## config.mk

```make
export PLATFORM = sky130hd
export DESIGN_NAME = pipe_ctrl_unit
export DESIGN_NICKNAME = d
export VERILOG_FILES = /design/src/rtl/pipe_ctrl_unit.sv
export SDC_FILE = /design/constraint.sdc
export NUM_CORES = 1
export LEC_CHECK = 0
export CORE_MARGIN = 8
export CORE_UTILIZATION = 30
export DETAILED_ROUTE_END_ITERATION = 6
export SYNTH_ARGS = -nofsm -noshare
export SYNTH_HDL_FRONTEND = slang
export SYNTH_SLANG_ARGS = --single-unit
```

## constraint.sdc

```tcl
create_clock -name clk -period 3 [get_ports clk]
set_input_delay 0.9 -clock clk [delete_from_list [all_inputs] [get_ports clk]]
set_output_delay 0.9 -clock clk [all_outputs]
set_load 0.03 [all_outputs]
```

## src/rtl/pipe_ctrl_unit.sv

```systemverilog
// Pipelined LEGv8 control unit: decodes the ID opcode and carries the control bundle through ID/EX, EX/MEM and MEM/WB.
// Define LOAD_USE_STALL_EN to build load-use hazard detection; without it stall is tied low.
module pipe_ctrl_unit #(
  parameter int OPC_W    = 11,
  parameter int REG_W    = 5,
  parameter int ZERO_REG = 31
) (
  input  logic             clk,
  input  logic             rst_n,
  input  logic             id_valid,
  input  logic [OPC_W-1:0] instruction,
  input  logic [REG_W-1:0] id_rn,
  input  logic [REG_W-1:0] id_rm,
  input  logic [REG_W-1:0] id_rt,
  input  logic             flush,
  output logic             id_reg2loc,
  output logic             stall,
  output logic             ex_valid,
  output logic             ex_alusrc,
  output logic [1:0]       ex_aluop,
  output logic             ex_illegal,
  output logic [REG_W-1:0] ex_rd,
  output logic             mem_memread,
  output logic             mem_memwrite,
  output logic             mem_branch,
  output logic [REG_W-1:0] mem_rd,
  output logic             wb_regwrite,
  output logic             wb_memtoreg,
  output logic [REG_W-1:0] wb_rd
);

  localparam logic [REG_W-1:0] ZR = REG_W'(ZERO_REG);

  typedef struct packed {
    logic             valid;
    logic             illegal;
    logic             alusrc;
    logic             memtoreg;
    logic             regwrite;
    logic             memread;
    logic             memwrite;
    logic             branch;
    logic [1:0]       aluop;
    logic [REG_W-1:0] rd;
  } ex_t;

  typedef struct packed {
    logic             memtoreg;
    logic             regwrite;
    logic             memread;
    logic             memwrite;
    logic             branch;
    logic [REG_W-1:0] rd;
  } mem_t;

  typedef struct packed {
    logic             memtoreg;
    logic             regwrite;
    logic [REG_W-1:0] rd;
  } wb_t;

  localparam ex_t EX_BUBBLE = '{valid: 1'b0, illegal: 1'b0, alusrc: 1'b0, memtoreg: 1'b0,
                                regwrite: 1'b0, memread: 1'b0, memwrite: 1'b0, branch: 1'b0,
                                aluop: 2'b00, rd: ZR};
  localparam mem_t MEM_BUBBLE = '{memtoreg: 1'b0, regwrite: 1'b0, memread: 1'b0,
                                  memwrite: 1'b0, branch: 1'b0, rd: ZR};
  localparam wb_t WB_BUBBLE = '{memtoreg: 1'b0, regwrite: 1'b0, rd: ZR};

  logic [10:0] opc;
  logic        is_r, is_ld, is_st, is_cbz, is_ill;
  ex_t         dec;
  ex_t         ex_d, ex_q;
  mem_t        mem_d, mem_q;
  wb_t         wb_d, wb_q;

  // Unknown opcodes decode to an all-zero bundle flagged illegal; an empty slot is never illegal.
  always_comb begin
    opc    = instruction[OPC_W-1 -: 11];
    is_r   = 1'b0;
    is_ld  = 1'b0;
    is_st  = 1'b0;
    is_cbz = 1'b0;
    is_ill = 1'b0;
    if (id_valid) begin
      casez (opc)
        11'b1??0101?000: is_r   = 1'b1;
        11'b11111000010: is_ld  = 1'b1;
        11'b11111000000: is_st  = 1'b1;
        11'b10110100???: is_cbz = 1'b1;
        default:         is_ill = 1'b1;
      endcase
    end
    dec.valid    = id_valid;
    dec.illegal  = is_ill;
    dec.alusrc   = is_ld | is_st;
    dec.memtoreg = is_ld;
    dec.regwrite = is_r | is_ld;
    dec.memread  = is_ld;
    dec.memwrite = is_st;
    dec.branch   = is_cbz;
    dec.aluop    = {is_r, is_cbz};
    dec.rd       = id_rt;
  end

  assign id_reg2loc = is_st | is_cbz;

`ifdef LOAD_USE_STALL_EN
  logic             uses_rn, uses_src2, hz;
  logic [REG_W-1:0] src2;

  // Only a load sitting in EX can hand its result too late for the instruction in ID.
  always_comb begin
    uses_rn   = is_r | is_ld | is_st;
    uses_src2 = is_r | is_st | is_cbz;
    src2      = id_reg2loc ? id_rt : id_rm;
    hz        = ex_q.valid & ex_q.memread & (ex_q.rd != ZR) & id_valid &
                ((uses_rn & (ex_q.rd == id_rn)) | (uses_src2 & (ex_q.rd == src2)));
  end

  assign stall = hz & ~flush;
`else
  logic unused_hz_inputs;
  assign unused_hz_inputs = ^{id_rn, id_rm};
  assign stall            = 1'b0;
`endif

  // A taken branch resolves in MEM: squash the two younger stages but let the branch retire.
  always_comb begin
    ex_d           = dec;
    mem_d.memtoreg = ex_q.memtoreg;
    mem_d.regwrite = ex_q.regwrite;
    mem_d.memread  = ex_q.memread;
    mem_d.memwrite = ex_q.memwrite;
    mem_d.branch   = ex_q.branch;
    mem_d.rd       = ex_q.rd;
    wb_d.memtoreg  = mem_q.memtoreg;
    wb_d.regwrite  = mem_q.regwrite;
    wb_d.rd        = mem_q.rd;
    if (flush) begin
      ex_d  = EX_BUBBLE;
      mem_d = MEM_BUBBLE;
    end else if (stall) begin
      ex_d = EX_BUBBLE;
    end
  end

  always_ff @(posedge clk or negedge rst_n) begin
    if (!rst_n) begin
      ex_q  <= EX_BUBBLE;
      mem_q <= MEM_BUBBLE;
      wb_q  <= WB_BUBBLE;
    end else begin
      ex_q  <= ex_d;
      mem_q <= mem_d;
      wb_q  <= wb_d;
    end
  end

  assign ex_valid     = ex_q.valid;
  assign ex_alusrc    = ex_q.alusrc;
  assign ex_aluop     = ex_q.aluop;
  assign ex_illegal   = ex_q.illegal;
  assign ex_rd        = ex_q.rd;
  assign mem_memread  = mem_q.memread;
  assign mem_memwrite = mem_q.memwrite;
  assign mem_branch   = mem_q.branch;
  assign mem_rd       = mem_q.rd;
  assign wb_regwrite  = wb_q.regwrite;
  assign wb_memtoreg  = wb_q.memtoreg;
  assign wb_rd        = wb_q.rd;

endmodule

```

==> flow_summary.yaml <==
outcome:
  status: "complete, no violations"
sta:
  setup_ws_ns: 0.0285
  rsz0062_at_grt: "no"
  finalSetupViolations: 0
  period_share: 0.991
  max_freq_mhz: 337
  whs_ns: 0.352
  skew_ns: 0.00213
  hold_viol: 0
  slew_viol_final: 0
  period_minus_slack_ns: 2.97
logic_synthesis:
  synth_seq_cells: 29
  synthDistinctLibCells: 23
  ys_seq_area_frac: 0.680
  synth_top_area_cell: "dfstp_2"
  syn_avg_cell_area_um2: 13.2
  syn-num-nets: 113
  yosysTopAreaCellShare: 0.360
  synth_area_mm2: 0.00109
  synth.area.top_cells: "dfstp_2 (36%), dfrtp_1 (32%), buf_4 (8.9%)"
  syn_inst: 83
  yosysWarningCount: 0
critical_path:
  arrival_ns: 2.07
  crit_slowest_cell: "or4b_4"
  setup.worst_path.class: "input port to primary output"
  cp.required_ns: 2.10
  cp_max_fo: 2
  path_cells: "buf_2, or4b_4, o31ai_4, and3_4, buf_6"
  slowest_delay_ns: 0.54
  end_kind: "primary output"
  critPathTopFamily: "simple AND/OR/NAND/NOR gates"
  worst-path-buf-inv: 2
  cp-start-kind: "input port"
layout:
  n_fill_cell: 339
  area_growth_pct: 47.5
  num_antenna_cells: 0
  fin_cells: 178
  drive_gt1_frac: 0.377
  nets: 159
die:
  die_h_um: 76.4
  fp-row-count: 22
  start_util: 0.306
  core_mm2: 0.00358
  dieArea_mm2: 0.00584
  ios: 57
  die_w_um: 76.4
grt:
  grt_pass1_vias: 833
  grt_pass1_wl_um: 3800
  grt_usage: 0.0834
  overflow: 0
  antenna_found_initial: 0
  grt_max_degree: 30
drt:
  vias_per_cell: 4.10
  dr.first_iter.drc_count: 27
  drt-total-wl_um: 2310
  detail_route.wl_per_cell_um: 13.0
  drt.antenna.violating_nets: 0
  first_pass_iters: 4
  via_count: 729
  drc: 0
pwr:
  power-per-cell-area_mw_per_mm2: 444
  power.leakage_nw: 0.686
  vdd_drop_max_uv: 124
clock_network:
  holdBufCountCts: 0
  clock_path_buffers: 2
  root_buffer: "clkbuf_4"
  cts_made_buffers: 5
  cts_tree: "built"
  path_clk_slew_ns: 0.07
  clock_latency_ns: 0.31
  htreeDepth: 2
  numClockSinks: 29
place:
  dp_hpwl_um: 1850
  routabilityCongestion: 0.744
  dp_cells: 169
  dp_slack_ns: -0.349
  port-buffer-count: 45
run:
  max-cap-violations: 0
min_path:
  min_path_type: "register to register"
==> sequential cells by signal, summed over array words and instances (netlist names), 2 cells and up <==
signal,cells
ex_aluop,2
ex_q,3
ex_rd,5
mem_rd,5
wb_rd,5
==> per-layer routing <==
metal / part of all wire / GRT usage / vias to the layer above
met3: 0.093 / 0.0542 / 6
met2: 0.54 / 0.141 / 32
li1: - / - / 345
met5: 0 / 0 / -
met4: 0.031 / 0.0577 / 0
met1: 0.34 / 0.0691 / 346
==> kinds of logic (layout without fill, tap and decap cells) <==
group / count (synthesis) / count (layout) / synth area share
simple gates: 31 / 31 / 0.184
compound gates: 5 / 5 / 0.0297
buf+inv: 17 / 64 / 0.103
flops: 29 / 29 / 0.680
other cells: 1 / 1 / 0.00343
==> worst paths after layout <==
path                           startpoint  cells past startpoint  slack, ns     endpoint
setup / recovery           instruction[0]                      5       0.03   id_reg2loc
max in group asynchronous           rst_n                      2       1.75     wb_rd[3]
hold reg to reg                  mem_q[8]                      0       0.35  wb_regwrite
setup reg to reg                 ex_rd[4]                      1       2.28    mem_rd[4]
min in group asynchronous           rst_n                      2       0.95     ex_valid
hold / removal                   mem_q[8]                      0       0.35  wb_regwrite
==> timing repair <==
action                                  4_1_cts  5_1_grt
endpoints found under the setup margin        1        1
hold endpoints to repair                      0        0
buffers inserted                              0        1
resized for setup                            21        1
pin swaps                                     4        3
==> synthesized netlist by cell type <==
master	n
o31ai_2	1
buf_4	13
nand4_1	1
and3_1	1
or3b_2	1
o21ai_0	2
or4b_4	1
nand3_1	1
a21oi_1	2
nor4b_1	1
dfrtp_1	14
nand2_1	2
nand4bb_1	1
clkbuf_1	1
or2_2	10
and2_2	1
nor2_1	3
nor3_1	2
inv_1	3
and4b_2	1
dfstp_2	15
nor2b_1	5
conb_1	1
==> per-stage QoR <==
| step | setup TNS (ns) | cell area (µm²) | total power, mW | util |
|---|---|---|---|---|
| floorplan | 0 | 1090 | 0.465 | - |
| global placement | -0.275 | 1550 | 0.518 | 0.434 |
| detailed placement | -0.349 | 1550 | 0.520 | 0.434 |
| CTS | 0 | 1600 | 0.728 | 0.448 |
| global route | 0 | 1620 | 0.757 | 0.451 |
| finish | 0 | 1620 | 0.717 | 0.451 |
==> layout make-up <==
cell class / instances / area [µm²] / area share
repair buffers: 53 / 497 / 0.308
well taps: 48 / 60.1 / 0.0372
clock buffers: 8 / 48.8 / 0.0302
multi-input cells: 37 / 254 / 0.157
flip-flops and latches: 29 / 744 / 0.461
inverters: 3 / 11.3 / 0.00697
==> placed cells by master, fill, tap and decap left out, drive strengths merged <==
master,netlist,layout
nor2,3,3
and2,1,1
nor2b,5,5
nand4,1,1
dfstp,15,15
nand3,1,1
nand2,2,2
buf,13,13
or4b,1,1
inv,3,3
nor3,2,2
o21ai,2,2
dfrtp,14,14
and3,1,1
or2,10,10
and4b,1,1
or3b,1,1
nand4bb,1,1
clkbuf,1,8
conb,1,1
o31ai,1,1
nor4b,1,1
a21oi,2,2
dlygate4sd2,0,1
clkdlybuf4s50,0,39
==> where the power goes <==
| part | internal (mW) | switching (mW) | leakage [nW] | total (mW) |
|---|---|---|---|---|
| sequential | 0.408 | 0.00404 | 0.352 | 0.412 |
| clock | 0.0931 | 0.112 | 0.0265 | 0.205 |
| combinational | 0.0498 | 0.0502 | 0.308 | 0.100 |
Note: power is estimated with default switching activity, not from simulation.
==> RTL change 1, RTL diff (config.mk and constraints unchanged) <==
Build with the macro `LOAD_USE_STALL_EN` defined.
--- a/src/rtl/pipe_ctrl_unit.sv
+++ b/src/rtl/pipe_ctrl_unit.sv
@@ -1,5 +1,7 @@
 // Pipelined LEGv8 control unit: decodes the ID opcode and carries the control bundle through ID/EX, EX/MEM and MEM/WB.
 // Define LOAD_USE_STALL_EN to build load-use hazard detection; without it stall is tied low.
+`define LOAD_USE_STALL_EN
+
 module pipe_ctrl_unit #(
   parameter int OPC_W    = 11,
   parameter int REG_W    = 5,
Formal check against the unedited RTL: not equivalent (Yosys sat finds a counterexample within 4 cycles, from zero or initial values and one cycle with rst_n low).
==> RTL change 1 against the unedited design <==
The flow now finishes with violations (setup timing). Synthesized area up 23%. Sequential share of layout area down 14 points. Sequential cell count unchanged. Count of clock-buffer cells in the layout down 1. Design area up 44%. Routed wire length up 67%. First-iteration DRC count up 59%. Total power up 37%. Clock power up 100%. Setup slack worse by 0.63 ns.
==> RTL change 1: results (changes against the unedited design) <==
[finish]
nets=231  ; +45%
diodes=0  ; unchanged
drive_above_1_share_pct=43.1  ; +5.4 points
nFillCells=383  ; +13%

[worst_setup_path]
reg2reg_slack_ns=0.54  ; -1.74 ns
worst_r2r_startpoint=ex_rd[2]$_DFF_PN1_
worstRegToRegCells=7  ; +6
max_stage_delay_ns=0.50  ; -0.04 ns
worst_r2r_endpoint=ex_q[10]$_DFF_PN0_
cp.arrival_ns=2.70  ; +0.63 ns
slowest_stage=or4b_4
critPathMaxFanout=2  ; unchanged
worstSetupEndpoint=stall
critPathLaunch=instruction[2]

[yosys]
synth_fp_nets=148  ; +31%
yosys_warnings=0  ; unchanged
synth.top_cells.by_area=dfstp_2 (29%), dfrtp_1 (26%), buf_4 (6.7%)
synth_common_cells=dfstp_2 (15), dfrtp_1 (14), buf_4 (12)
ys_seq_area_share_pct=55.1  ; -13 points
async_flop_share_pct=100  ; unchanged
yosysUniqueCellTypes=31  ; +35%

[sta]
max-slew-margin-rel_pct=76.5
tns_ns=-0.599  ; -0.599 ns
postLayoutSetupSlackWorst_ns=-0.599  ; -0.628 ns
skew_ns=0.00249  ; +0.000362 ns
setup_viol=1  ; +1

[run_status]
violations=setup timing
outcome=finished with violations

[routing]
drt-total-wl_um=3860  ; +67%
routed_via_density=4.66  ; +14%
drcViolationCount=0  ; unchanged
first_pass_iters=4  ; unchanged
drt_iter0_drc=43  ; +59%

[global_routing]
grt_pass1_vias=1239  ; +49%
grt_max_degree=30  ; unchanged
antenna_found_initial=0  ; unchanged
track_usage_pct=11.3  ; +2.9 points
grt_pass1_wl_um=6250  ; +64%

[placed_design]
placed_cell_area_um2=2110  ; +36%
pre_cts_ws_ns=-1.05  ; -0.697 ns
gp_congestion=0.821  ; +10%
dp_hpwl_um=3020  ; +63%
port_buffers=56  ; +24%

[power]
max-vdd-ir-drop_mv=0.152  ; +22%
power_leakage_uw=0.00103  ; +50%

[clock_tree]
clk_pin_slew_ns=0.06
clock_latency_ns=0.28  ; -0.03 ns
root_buffer=clkbuf_8
htreeDepth=2  ; unchanged
cts.path.max_buffers=2  ; unchanged
numCtsBuffers=5  ; unchanged

[worst_hold_path]
hold_class=register to register

==> RTL change 1: cell count changes in the layout (fill, tap and decap cells not counted), sizes merged, moves of 3 or more <==
cell,unedited run,this run
dlygate4sd2,1,6
and3,1,6
nand3,1,8
nor4,0,3
xnor2,0,4
nor2,3,8
clkdlybuf4s15,0,3
or2,10,5
buf,13,43
xor2,0,7
==> RTL change 1: critical path, delay by kind of cell <==
family          cells  cell delay (ns)
buf+inv             2             0.23
compound gates      3             0.70
simple gates        3             0.87
==> RTL change 1: report_power, final <==
part | total, uW | switching, uW | internal [uW]
clock network | 412 | 141 | 270
logic | 158 | 75.4 | 82.5
registers | 416 | 7.43 | 409
==> RTL change 1: logic make-up after synthesis <==
logic type / share of synthesized area (%)
and+or+nand+nor: 21.8
DFF: 55.1
buffers and inverters: 9.18
xor gates and xnor gates: 7.14
AOI/OAI and AO/OA: 5.28
muxes: 1.48
==> RTL change 1: worst min-delay path by stage <==
stage	endpoint	start	slack [ns]	cells past startpoint
after floorplan	wb_regwrite$_DFF_PN0_	mem_q[8]$_DFF_PN0_	0.33	0
after global placement	wb_regwrite$_DFF_PN0_	mem_q[8]$_DFF_PN0_	0.33	0
after CTS	wb_regwrite$_DFF_PN0_	mem_q[8]$_DFF_PN0_	0.35	0
after detailed placement	wb_regwrite$_DFF_PN0_	mem_q[8]$_DFF_PN0_	0.34	0
after global routing	wb_regwrite$_DFF_PN0_	mem_q[8]$_DFF_PN0_	0.36	0
final	wb_regwrite$_DFF_PN0_	mem_q[8]$_DFF_PN0_	0.35	0
==> RTL change 1: final cells by class <==
class | count | area, um2 | area share (%)
sequential | 29 | 744 | 32.1
timing repair buffer | 91 | 791 | 34.1
multi-input combinational | 70 | 587 | 25.3
clock buffer | 7 | 86.3 | 3.72
inverter | 4 | 15.0 | 0.648
tap | 52 | 65.1 | 2.81
clock inverter | 1 | 30.0 | 1.30
==> RTL change 1: timing repair <==
item / 4_1_cts / 5_1_grt
gates resized for setup: 52 / 6
setup buffers: 6 / 1
endpoints found under the setup margin: 8 / 2
hold buffers: 0 / 0
pin swaps: 11 / 7
==> RTL change 1: routing by layer <==
layer  up-vias  global-route usage [%]  routed length (um)
li1        566                       -                   -
met1       558                    13.5                1780
met2        55                    17.3                1780
met3         5                    4.49                 235
met4         0                    5.27                  69
met5         -                       0                   0
==> RTL change 1: stage by stage <==
| stage | hold slack (ns) | std cells |
|---|---|---|
| after global routing | 0.363 | 254 |
| after CTS | 0.351 | 253 |
| after floorplan | 0.331 | 118 |
| after global placement | 0.334 | 239 |
| after detailed placement | 0.337 | 239 |
| final | 0.348 | 254 |
==> RTL change 2, RTL diff (same flow settings) <==
Made on the original files. Make the reset (`rst_n`) synchronous in one clocked block.
--- a/src/rtl/pipe_ctrl_unit.sv
+++ b/src/rtl/pipe_ctrl_unit.sv
@@ -144,7 +144,7 @@
     end
   end
 
-  always_ff @(posedge clk or negedge rst_n) begin
+  always_ff @(posedge clk) begin
     if (!rst_n) begin
       ex_q  <= EX_BUBBLE;
       mem_q <= MEM_BUBBLE;
Function: differs if rst_n is asserted again (counterexample within 4 cycles, from zero or initial values and one cycle with rst_n low); with rst_n held inactive, the same outputs for 10 cycles.
==> RTL change 2 against the unedited design <==
Register-to-register slack better by 0.16 ns. Largest cell class unchanged. Total power down 3.8%. Synthesized area down 11%. Utilization up 2.3 points. Synthesized cell count up 9.6%. Non-clock buffer count down 5. Design area down 9.5%. First-iteration DRC count up 89%. Routed wire length down 9.6%. Clock power up 11%. Setup slack better by 0.020 ns. Sequential power down 4.9%. Via count down 2.1%. Sequential cell count unchanged.
==> RTL change 2: results (changes against the unedited design) <==
[routing]
wl_met3_um=331  ; +55%
highest_layer=met4
dr_wl_met2_um=961  ; -23%
post_drt_wl_per_cell_um=11.9  ; -8.0%
vias=714  ; -2.1%
drt_iter0_drc=51  ; +89%
first_pass_iters=3  ; -1
wl_met1_um=751  ; -3.2%

[worst_hold_path]
hold_class=register to register
hold_path_depth=1  ; +1

[power]
max-vdd-ir-drop_mv=0.117  ; -6.1%
power_leakage_uw=0.000561  ; -18%

[yosys]
yosys_warnings=0  ; unchanged
synth.top_cells.by_area=dfxtp_1 (59%), nand2b_1 (10%), buf_4 (10%)
synth_common_cells=dfxtp_1 (29), nand2b_1 (16), buf_4 (13)
async_flop_share_pct=0  ; -100 points
synth_fp_nets=121  ; +7.1%
synthCells=91  ; +9.6%
yosysUniqueCellTypes=24  ; +4.3%
ys_seq_area_share_pct=59.3  ; -8.7 points

[global_routing]
track_usage_pct=8.44  ; +0.10 points
grt_max_degree=15  ; -50%
met1_usage_pct=6.88  ; -0.029 points
grt_pass1_wl_um=3350  ; -12%
use_met2_pct=13.3  ; -0.83 points
grt_pass1_vias=777  ; -6.7%
grt_util_met3_pct=6.59  ; +1.2 points

[finish]
layout_commonest_cell=clkdlybuf4s50_1
fin_cells=175  ; -1.7%
drive_above_1_share_pct=15.3  ; -22 points
diodes=0  ; unchanged
nets=161  ; +1.3%

[run_status]
outcome=completed

[clock_tree]
cts.path.max_buffers=2  ; unchanged
htreeDepth=2  ; unchanged
clk_pin_slew_ns=0.08
numCtsBuffers=5  ; unchanged

[worst_setup_path]
cp_top_family=simple AND/OR/NAND/NOR gates
cp.arrival_ns=2.05  ; -0.02 ns

[placed_design]
dp_hpwl_um=1660  ; -10%
dp_cells=168  ; -0.59%
port_buffers=45  ; unchanged
gp_congestion=0.779  ; +4.7%

[sta]
skew_ns=0.00530  ; +0.00317 ns

==> RTL change 2: area by class of cell <==
type	count	area, um2
fill	313	1620
sequential	29	581
clock buffer	7	55.1
tap	44	55.1
timing repair buffer	48	453
inverter	3	11.3
multi-input combinational	44	307
==> RTL change 2: cell families after synthesis <==
kind of cell    share of synthesized area, %
compound gates                          3.19
buf+inv                                 12.0
flops                                   59.3
other cells                            0.383
simple gates                            25.2
==> RTL change 2: report_power, final <==
| group | switching (uW) | internal (uW) |
|---|---|---|
| sequential | 1.88 | 390 |
| combinational | 32.2 | 37.2 |
| clock | 118 | 110 |
| total | 152 | 538 |
==> RTL change 2: stage by stage <==
stage | hold WS, ns | setup TNS, ns | instance area [um2] | utilization (%) | worst slack (ns)
2_1_floorplan | 0.406 | 0 | 980 | - | 0.0392
3_3_place_gp | 0.409 | -0.252 | 1400 | 45.4 | -0.252
3_5_place_dp | 0.412 | -0.259 | 1400 | 45.4 | -0.259
4_1_cts | 0.436 | 0 | 1450 | 47.2 | 0.00155
5_1_grt | 0.445 | 0 | 1460 | 47.5 | 0.00520
6_report | 0.432 | 0 | 1460 | 47.5 | 0.0483
==> RTL change 2: repair_timing <==
item | 4_1_cts | 5_1_grt
resized for setup | 14 | 5
buffers inserted | 0 | 0
setup endpoints to repair | 1 | 1
pin swaps | 3 | 3
==> RTL change 2: path summary, 6_finish.rpt <==
kind	start	to	slack, ns
hold reg to reg	ex_q[9]$_SDFF_PP0_	mem_memread$_SDFF_PP0_	0.43
setup reg to reg	mem_memread$_SDFF_PP0_	wb_memtoreg$_SDFF_PN0_	2.44
setup / recovery	instruction[2]	id_reg2loc	0.05
hold / removal	ex_q[9]$_SDFF_PP0_	mem_memread$_SDFF_PP0_	0.43
